## config.mk

```make
export PLATFORM = sky130hd
export DESIGN_NAME = op_loader_flat
export DESIGN_NICKNAME = d
export VERILOG_FILES = /design/src/rtl/op_loader_if.sv /design/src/rtl/op_loader.sv /design/src/flat_wrapper.sv
export SDC_FILE = /design/constraint.sdc
export NUM_CORES = 1
export LEC_CHECK = 0
export CORE_MARGIN = 3
export CORE_UTILIZATION = 25
export CTS_CLUSTER_SIZE = 28
export DETAILED_ROUTE_END_ITERATION = 6
export HOLD_SLACK_MARGIN = 0.05
export REMOVE_ABC_BUFFERS = 1
export SETUP_SLACK_MARGIN = 0.1
export SLEW_MARGIN = 20
export SYNTH_ARGS = -nofsm -noshare
export SYNTH_HDL_FRONTEND = slang
export SYNTH_SLANG_ARGS = --single-unit
```

## constraint.sdc

```tcl
create_clock -name clk_i -period 3.85 [get_ports clk_i]
set_input_delay 0.5775 -clock clk_i [delete_from_list [all_inputs] [get_ports clk_i]]
set_output_delay 0.5775 -clock clk_i [all_outputs]
set_load 0.01 [all_outputs]
```

## src/rtl/op_loader_if.sv

```systemverilog
`default_nettype none
// +----------------------------------------------------------------------+
// | op_loader_if : UART rx line plus opram write / core status bundle     |
// | Rev 1.0                                                              |
// +----------------------------------------------------------------------+
interface op_loader_if;
  logic       rx;
  logic       write;
  logic [7:0] writeaddr;
  logic [7:0] writeop;
  logic       cpu_rst_n;
  logic       busy;
  logic       done;
  logic       err;

  modport slave (
    input  rx,
    output write, writeaddr, writeop, cpu_rst_n, busy, done, err
  );

  modport master (
    output rx,
    input  write, writeaddr, writeop, cpu_rst_n, busy, done, err
  );
endinterface
`default_nettype wire

```

## src/rtl/op_loader.sv

```systemverilog
`default_nettype none
// +----------------------------------------------------------------------+
// | op_loader : 8N1 UART program loader feeding opram_control writes      |
// | Rev 1.0                                                              |
// +----------------------------------------------------------------------+
module op_loader #(
  parameter int CLKS_PER_BIT = 16,
  parameter int TIMEOUT_CLKS = 4096,
  parameter bit BOOT_HOLD    = 1'b1
) (
  input  logic       clk_i,
  input  logic       rst_ni,
  op_loader_if.slave bus
);

  localparam int BCW = $clog2(CLKS_PER_BIT) + 1;
  localparam int TCW = $clog2(TIMEOUT_CLKS) + 1;
  localparam logic [BCW-1:0] HALF_BIT = BCW'(CLKS_PER_BIT / 2 - 1);
  localparam logic [BCW-1:0] FULL_BIT = BCW'(CLKS_PER_BIT - 1);
  localparam logic [TCW-1:0] TMO_LAST = TCW'(TIMEOUT_CLKS - 1);
  localparam logic [7:0]     HEADER   = 8'hA5;

  localparam logic [1:0] U_IDLE  = 2'd0;
  localparam logic [1:0] U_START = 2'd1;
  localparam logic [1:0] U_DATA  = 2'd2;
  localparam logic [1:0] U_STOP  = 2'd3;

  localparam logic [2:0] P_IDLE  = 3'd0;
  localparam logic [2:0] P_COUNT = 3'd1;
  localparam logic [2:0] P_DATA  = 3'd2;
  localparam logic [2:0] P_CSUM  = 3'd3;
  localparam logic [2:0] P_DONE  = 3'd4;
  localparam logic [2:0] P_ERR   = 3'd5;

  // rx synchronizer plus one extra stage for falling-edge detection
  logic rx_meta_q, rx_sync_q, rx_prev_q;

  always_ff @(posedge clk_i or negedge rst_ni) begin
    if (!rst_ni) begin
      rx_meta_q <= 1'b1;
      rx_sync_q <= 1'b1;
      rx_prev_q <= 1'b1;
    end else begin
      rx_meta_q <= bus.rx;
      rx_sync_q <= rx_meta_q;
      rx_prev_q <= rx_sync_q;
    end
  end

  logic [1:0]     u_state_q, u_state_d;
  logic [BCW-1:0] bit_cnt_q, bit_cnt_d;
  logic [2:0]     bit_idx_q, bit_idx_d;
  logic [7:0]     shift_q, shift_d;
  logic           byte_valid, frame_err;
  logic [7:0]     rx_byte;

  always_ff @(posedge clk_i or negedge rst_ni) begin
    if (!rst_ni) begin
      u_state_q <= U_IDLE;
      bit_cnt_q <= '0;
      bit_idx_q <= '0;
      shift_q   <= '0;
    end else begin
      u_state_q <= u_state_d;
      bit_cnt_q <= bit_cnt_d;
      bit_idx_q <= bit_idx_d;
      shift_q   <= shift_d;
    end
  end

  always_comb begin
    u_state_d = u_state_q;
    case (u_state_q)
      U_IDLE:  if (rx_prev_q && !rx_sync_q) u_state_d = U_START;
      U_START: if (bit_cnt_q == HALF_BIT) u_state_d = rx_sync_q ? U_IDLE : U_DATA;
      U_DATA:  if (bit_cnt_q == FULL_BIT && bit_idx_q == 3'd7) u_state_d = U_STOP;
      U_STOP:  if (bit_cnt_q == FULL_BIT) u_state_d = U_IDLE;
      default: u_state_d = U_IDLE;
    endcase
  end

  always_comb begin
    bit_cnt_d = bit_cnt_q + 1'b1;
    bit_idx_d = bit_idx_q;
    shift_d   = shift_q;
    case (u_state_q)
      U_IDLE: begin
        bit_cnt_d = '0;
        bit_idx_d = '0;
      end
      U_START: if (bit_cnt_q == HALF_BIT) bit_cnt_d = '0;
      U_DATA: begin
        if (bit_cnt_q == FULL_BIT) begin
          bit_cnt_d = '0;
          bit_idx_d = bit_idx_q + 3'd1;
          shift_d   = {rx_sync_q, shift_q[7:1]};
        end
      end
      U_STOP: if (bit_cnt_q == FULL_BIT) bit_cnt_d = '0;
      default: bit_cnt_d = '0;
    endcase
  end

  always_comb begin
    byte_valid = (u_state_q == U_STOP) && (bit_cnt_q == FULL_BIT) &&  rx_sync_q;
    frame_err  = (u_state_q == U_STOP) && (bit_cnt_q == FULL_BIT) && !rx_sync_q;
    rx_byte    = shift_q;
  end

  logic [2:0]     p_state_q, p_state_d;
  logic [8:0]     remain_q, remain_d;
  logic [7:0]     addr_q, addr_d;
  logic [7:0]     sum_q, sum_d;
  logic [TCW-1:0] tmo_q, tmo_d;
  logic           write_q, write_d;
  logic [7:0]     waddr_q, waddr_d;
  logic [7:0]     wop_q, wop_d;
  logic           busy_q, busy_d;
  logic           done_q, done_d;
  logic           err_q, err_d;
  logic           crst_q, crst_d;
  logic           in_pkt, timeout, abort, hdr_seen;

  always_comb begin
    in_pkt   = (p_state_q == P_COUNT) || (p_state_q == P_DATA) || (p_state_q == P_CSUM);
    // a byte arriving on the expiry cycle takes priority over the timeout
    timeout  = in_pkt && !byte_valid && (tmo_q == TMO_LAST);
    abort    = in_pkt && (frame_err || timeout);
    hdr_seen = byte_valid && (rx_byte == HEADER);
  end

  always_ff @(posedge clk_i or negedge rst_ni) begin
    if (!rst_ni) begin
      p_state_q <= P_IDLE;
      remain_q  <= '0;
      addr_q    <= '0;
      sum_q     <= '0;
      tmo_q     <= '0;
      write_q   <= 1'b0;
      waddr_q   <= '0;
      wop_q     <= '0;
      busy_q    <= 1'b0;
      done_q    <= 1'b0;
      err_q     <= 1'b0;
      crst_q    <= ~BOOT_HOLD;
    end else begin
      p_state_q <= p_state_d;
      remain_q  <= remain_d;
      addr_q    <= addr_d;
      sum_q     <= sum_d;
      tmo_q     <= tmo_d;
      write_q   <= write_d;
      waddr_q   <= waddr_d;
      wop_q     <= wop_d;
      busy_q    <= busy_d;
      done_q    <= done_d;
      err_q     <= err_d;
      crst_q    <= crst_d;
    end
  end

  always_comb begin
    p_state_d = p_state_q;
    case (p_state_q)
      P_IDLE, P_DONE, P_ERR: if (hdr_seen) p_state_d = P_COUNT;
      P_COUNT: begin
        if (byte_valid) p_state_d = P_DATA;
        else if (abort) p_state_d = P_ERR;
      end
      P_DATA: begin
        if (byte_valid && remain_q == 9'd1) p_state_d = P_CSUM;
        else if (abort) p_state_d = P_ERR;
      end
      P_CSUM: begin
        if (byte_valid) p_state_d = (rx_byte == sum_q) ? P_DONE : P_ERR;
        else if (abort) p_state_d = P_ERR;
      end
      default: p_state_d = P_IDLE;
    endcase
  end

  always_comb begin
    remain_d = remain_q;
    addr_d   = addr_q;
    sum_d    = sum_q;
    tmo_d    = (in_pkt && !byte_valid) ? tmo_q + 1'b1 : '0;
    write_d  = 1'b0;
    waddr_d  = waddr_q;
    wop_d    = wop_q;
    busy_d   = busy_q;
    done_d   = done_q;
    err_d    = err_q;
    crst_d   = crst_q;
    case (p_state_q)
      P_IDLE, P_DONE, P_ERR: begin
        // done was raised on the previous edge, so the core leaves reset one clk later
        if (p_state_q == P_DONE) crst_d = 1'b1;
        if (hdr_seen) begin
          busy_d = 1'b1;
          done_d = 1'b0;
          err_d  = 1'b0;
          crst_d = 1'b0;
        end
      end
      P_COUNT: begin
        if (byte_valid) begin
          remain_d = {rx_byte == 8'h00, rx_byte};
          addr_d   = '0;
          sum_d    = '0;
        end
      end
      P_DATA: begin
        if (byte_valid) begin
          write_d  = 1'b1;
          waddr_d  = addr_q;
          wop_d    = rx_byte;
          sum_d    = sum_q + rx_byte;
          addr_d   = addr_q + 8'd1;
          remain_d = remain_q - 9'd1;
        end
      end
      P_CSUM: begin
        if (byte_valid) begin
          busy_d = 1'b0;
          if (rx_byte == sum_q) done_d = 1'b1;
          else                  err_d  = 1'b1;
        end
      end
      default: ;
    endcase
    if (abort) begin
      err_d  = 1'b1;
      busy_d = 1'b0;
    end
  end

  assign bus.write     = write_q;
  assign bus.writeaddr = waddr_q;
  assign bus.writeop   = wop_q;
  assign bus.busy      = busy_q;
  assign bus.done      = done_q;
  assign bus.err       = err_q;
  assign bus.cpu_rst_n = crst_q;

endmodule
`default_nettype wire

```

## src/flat_wrapper.sv

```systemverilog
// flat-port wrapper written by rule: the top's interface ports become plain ports
module op_loader_flat 
#(
  parameter int CLKS_PER_BIT = 16,
  parameter int TIMEOUT_CLKS = 4096,
  parameter bit BOOT_HOLD    = 1'b1
)
  (clk_i, rst_ni, bus_rx, bus_write, bus_writeaddr, bus_writeop, bus_cpu_rst_n, bus_busy, bus_done, bus_err);
  op_loader_if bus_i ();
  input  logic clk_i;
  input  logic rst_ni;
  input wire logic [$bits(bus_i.rx)-1:0] bus_rx;
  output wire logic [$bits(bus_i.write)-1:0] bus_write;
  output wire logic [$bits(bus_i.writeaddr)-1:0] bus_writeaddr;
  output wire logic [$bits(bus_i.writeop)-1:0] bus_writeop;
  output wire logic [$bits(bus_i.cpu_rst_n)-1:0] bus_cpu_rst_n;
  output wire logic [$bits(bus_i.busy)-1:0] bus_busy;
  output wire logic [$bits(bus_i.done)-1:0] bus_done;
  output wire logic [$bits(bus_i.err)-1:0] bus_err;
  assign bus_i.rx = bus_rx;
  assign bus_write = bus_i.write;
  assign bus_writeaddr = bus_i.writeaddr;
  assign bus_writeop = bus_i.writeop;
  assign bus_cpu_rst_n = bus_i.cpu_rst_n;
  assign bus_busy = bus_i.busy;
  assign bus_done = bus_i.done;
  assign bus_err = bus_i.err;
  op_loader #(.CLKS_PER_BIT(CLKS_PER_BIT), .TIMEOUT_CLKS(TIMEOUT_CLKS), .BOOT_HOLD(BOOT_HOLD)) u_core (.clk_i(clk_i), .rst_ni(rst_ni), .bus(bus_i));
endmodule
```

### Word level (Yosys, flattened, before mapping)

Cells that the tools add are included.

| word-level totals | value |
|---|---|
| register bits after elaboration | 83 |
| bits of input ports | 3 |
| logic and storage cells | 130 |

| cells by class | value |
|---|---|
| add/subtract/negate cells | 6 |
| equality and inequality tests | 28 |
| muxes and demuxes | 43 |
| reductions and logical operators | 34 |

Operator list:

| kind | count |
|---|---|
| $pmux 8 s2 | 2 |
| $mux 8 | 3 |
| $mux 3 | 6 |
| $mux 9 | 2 |
| $ne 2x1->1 const B | 9 |
| $pmux 9 s2 | 1 |
| $pmux 5 s3 | 1 |
| $mux 1 | 14 |
| $add 13x1->13 const B | 1 |
| $eq 13x12->1 const B | 1 |
| $mux 13 | 1 |
| $pmux 3 s4 | 1 |
| $reduce_and 4->1 | 3 |
| $logic_and 1x1->1 | 10 |
| $mux 2 | 5 |
| $mux 5 | 2 |
| $eq 3x3->1 const B | 3 |
| $eq 9x1->1 const B | 1 |
| $sub 9x1->9 const B | 1 |
| $add 8x1->8 const B | 1 |
| $add 8x8->8 | 1 |
| $eq 8x8->1 | 1 |
| $eq 8x8->1 const B | 1 |
| $logic_not 8->1 | 1 |
| 24 further kinds | 39 |

### Logic depth before layout (Yosys ltp)

| logic depth | value |
|---|---|
| depth after elaboration | 11 |
| mapped depth | 11 |
| depth with buffers taken out | 9 |

### Worst setup path before layout

OpenSTA, ideal clock, no wires.

| timing path | value |
|---|---|
| path type | flip-flop to flip-flop |
| start point | register u_core.bit_cnt_q[0] |
| end point | register u_core.tmo_q[11] |
| setup time | 0.078 ns |
| arrival time | 2.027 ns |
| required time | 3.772 ns |
| slack | 1.745 ns |
| stages on the path, launching flop included | 9 |
| buffers on the path | 2 |
| cell sequence | dfrtp_1 -> ha_1 -> and3_1 -> ha_1 -> and4_1 -> buf_2 -> or3_1 -> clkbuf_1 -> a21oi_1 |

| on the way | value |
|---|---|
| longest elaborated chain between the ends | 6 |

Ends and longest elaborated chain:

| element | RTL line | text |
|---|---|---|
| start: declaration | op_loader.sv:51 | `logic [BCW-1:0] bit_cnt_q, bit_cnt_d;` |
| start signal: assignment | op_loader.sv:65 | `bit_cnt_q <= bit_cnt_d;` |
| $eq 5x4->1 | op_loader.sv:105 | `byte_valid = (u_state_q == U_STOP) && (bit_cnt_q == FULL_BIT) && rx_sync_q;` |
| $logic_and 1x1->1 (2 in series) | op_loader.sv:105 |  |
| $logic_not 1->1 | op_loader.sv:186 | `tmo_d = (in_pkt && !byte_valid) ? tmo_q + 1'b1 : '0;` |
| $logic_and 1x1->1 | op_loader.sv:186 |  |
| $mux 13 | op_loader.sv:186 |  |
| net u_core.tmo_d[11] | op_loader.sv:114 | `logic [TCW-1:0] tmo_q, tmo_d;` |
| end signal: assignment | op_loader.sv:151 | `tmo_q <= tmo_d;` |
| end: declaration | op_loader.sv:114 |  |

The timed path passes the listed nets, and every way through them passes these cells.
A chain may end at the register's enable or synchronous reset.

### Final worst setup path

| timing path | value |
|---|---|
| start point | register u_core.bit_cnt_q[0] |
| end point | register u_core.remain_q[5] |

| on the way | value |
|---|---|
| longest elaborated chain between the ends | 5 |
| elaborated cells between the ends (all ways) | 6 |
| those cells by class | eq/ne: 3; reduce/logical: 3 |

Ends and longest elaborated chain:

| element | RTL line | text |
|---|---|---|
| $eq 5x4->1 (*) | op_loader.sv:105 |  |
| $logic_and 1x1->1 (*) (2 in series) | op_loader.sv:105 |  |
| $ne 2x1->1 (no line) | -- |  |
| $reduce_and 3->1 (no line) (*) | -- |  |
| end signal: assignment | op_loader.sv:148 | `remain_q <= remain_d;` |
| end: declaration | op_loader.sv:111 | `logic [8:0] remain_q, remain_d;` |

Mark *: on every way between the ends. The rest lies on a longest branch, timed or not.

==> flow_summary.toml <==
[clock_tree]
cts_root_buffer = "clkbuf_16"
cts_tree = "done"
hold_buffers = 0
cts_max_path_buffers = 2
post_cts_buffers = 0
cts_buffers = 9
clkSinkCount = 83
ctsHtreeMaxLevel = 3
post_cts_resized = 0
clock_latency_ns = 0.34
clkSlewWorstSetupHoldPaths_ns = 0.06

[layout]
insertedDiodeCount = 0
nFillCells = 1712
area_growth_pct = 15.5
instances_no_fill = 684
nets = 482
drive_gt1_share_pct = 7.54
fin_util_pct = 29.6

[timing]
fin_tns_setup_ns = 0
maxSlewViolCount = 0
maxSlewHeadroom_pct = 30.2
min_period_ns = 2.67
finalClockSkew_ns = 0.00745
setup_ws_ns = 1.18
grt_setup_unrepaired = "false"
finalSetupViolCount = 0
worst_pin_slew_ns = 1.05
fin_crit_sh_pct = 69.3
timing.fmax_mhz = 375
hold_violations = 0

[pwr]
fin_total_pwr_mw = 1.90
max-vdd-ir-drop_mv = 0.180
leakagePower_nw = 2.25
power_density_mw_per_mm2 = 386

[setup_path]
r2r_slack_ns = 1.18
crit_fanout = 31
r2r_start = "u_core.bit_cnt_q[0]$_DFF_PN0_"
arrival_ns = 2.84
crit_chain = "ha_1 > and3_1 > ha_1 > nand4_4 > or3_1 > o21ai_0 > o21ai_1"
worst_path_dominant_cell_family = "simple AND/OR/NAND/NOR gates"
slowest_delay_ns = 0.81
critPathLaunchType = "flip-flop"
endpoint_kind = "flip-flop"
reg2reg_depth = 7
crit_required_ns = 4.03
crit_top_cell = "ha_1"
critPathBufInv = 0
cp_slowest_cell = "or3_1"
r2r_end = "u_core.remain_q[5]$_DFFE_PN0P_"
criticalPathCategory = "reg -> reg"

[logic_synthesis]
yosys_warnings = 0
synthTopCellsByCount = "dfrtp_1 (80), nand2_1 (79), nor2_1 (43)"
synth_edf_count = 0
netlist.area_leader.share_pct = 47.1
synth_top_flop_cell = "dfrtp_1"
synth.area.top_cells = "dfrtp_1 (47%), nand2_1 (7.0%), ha_1 (4.7%)"
synth_area_per_cell_um2 = 9.48
synth_area_mm2 = 0.00425
ys_types = 55
synth.most_common_cell = "dfrtp_1"
seq_area_frac_synth_pct = 49.0
synthArstFlopShare_pct = 100
ys_ff_latch = 83
syn-instance-count = 448
yosysTopAreaCell = "dfrtp_1"

[global_routing]
antenna_found_initial = 0
grt_pass1_vias = 3246
grt_start_max_net_pins = 84
grt.overflow.total = 0
grt_pass1_wl_um = 15100
grt_usage_pct = 9.97

[placement]
hpwlAfterDp_um = 5950
dp_slack_ns = 1.17
gp_congestion = 0.823
io_buffers = 23
place.detailed.instances = 671

[drt]
ant_nets = 0
route.detailed.drc = 0
totalWireLength_um = 8720
wl_per_cell_um = 12.8
via_per_inst = 4.71
dr.pass1.iters = 4
vias = 3225
drtIter0Drc = 259

[floorplan]
num_rows = 47
fp.dieArea_mm2 = 0.0186
die_x_um = 136
initial_core_util_pct = 25.6
die_h_um = 136
io_pins = 24
core_area_mm2 = 0.0166

[hold_path]
hp-class = "in -> async"

[status]
status = "finished, final reports clean"

[run]
cap_violations = 0
[how the worst max path moves through the flow]
stage	startpoint	to	slack, ns	depth (start not counted)
2_1_floorplan	u_core.bit_cnt_q[0]$_DFF_PN0_	u_core.addr_q[6]$_DFFE_PN0P_	1.11	8
3_3_place_gp	u_core.bit_cnt_q[0]$_DFF_PN0_	u_core.remain_q[1]$_DFFE_PN0P_	1.35	7
3_5_place_dp	u_core.bit_cnt_q[0]$_DFF_PN0_	u_core.remain_q[5]$_DFFE_PN0P_	1.17	7
4_1_cts	u_core.bit_cnt_q[0]$_DFF_PN0_	u_core.remain_q[5]$_DFFE_PN0P_	1.16	7
5_1_grt	u_core.bit_cnt_q[0]$_DFF_PN0_	u_core.remain_q[0]$_DFFE_PN0P_	0.95	8
6_report	u_core.bit_cnt_q[0]$_DFF_PN0_	u_core.remain_q[5]$_DFFE_PN0P_	1.18	7
[per-layer routing]
layer	wire length [um]	track usage [%]	up-vias
li1	-	-	1590
met1	4180	12.5	1580
met2	4170	16.7	42
met3	195	1.70	13
met4	174	4.76	0
met5	0	0	-
[where the power goes]
group / switching (mW) / internal, mW
logic: 0.0661 / 0.0541
clock network: 0.321 / 0.490
registers: 0.0559 / 0.908
[sequential cells by signal, summed over array words and instances (netlist names), 3 cells and up, named ones only]
register / cells
u_core.bit_idx_q: 3
u_core.bus.writeaddr: 8
u_core.bus.writeop: 8
u_core.p_state_q: 3
u_core.remain_q: 9
u_core.rx_byte: 8
u_core.addr_q: 8
u_core.sum_q: 8
u_core.tmo_q: 13
u_core.bit_cnt_q: 5
[kinds of logic after synthesis]
| family | synth area share (%) |
|---|---|
| AOI/OAI and AO/OA | 13.6 |
| and+or+nand+nor | 21.6 |
| muxes | 3.36 |
| xor gates and xnor gates | 3.09 |
| adders and majority gates | 5.18 |
| buffers and inverters | 4.18 |
| DFF | 49.0 |
[cell usage in the layout, fill, tap and decap left out, types with 12 or more instances in the layout]
| cell | instances |
|---|---|
| inv_1 | 12 |
| nand2_1 | 79 |
| dfrtp_1 | 80 |
| nor2_1 | 43 |
| clkdlybuf4s50_1 | 22 |
| ha_1 | 16 |
| a21oi_1 | 21 |
| nor3_1 | 14 |
| o21ai_1 | 13 |
| nand3_1 | 13 |
| o21ai_0 | 26 |
[per-stage QoR]
stage,hold WS (ns),instance area (um2)
final,0.277,4910
after global placement,0.347,4630
after detailed placement,0.348,4630
after CTS,0.357,4910
after global routing,0.359,4910
after floorplan,0.282,4120
[layout make-up]
type / instances / area (um2) / share of cell area (%)
Multi-Input combinational cell: 331 / 1990 / 40.5
Clock inverter: 3 / 42.5 / 0.866
Timing Repair Buffer: 25 / 246 / 5.02
Tap cell: 220 / 275 / 5.61
Clock buffer: 10 / 229 / 4.66
Sequential cell: 83 / 2080 / 42.4
Inverter: 12 / 45.0 / 0.917
Power figures use the tool's default switching activity.
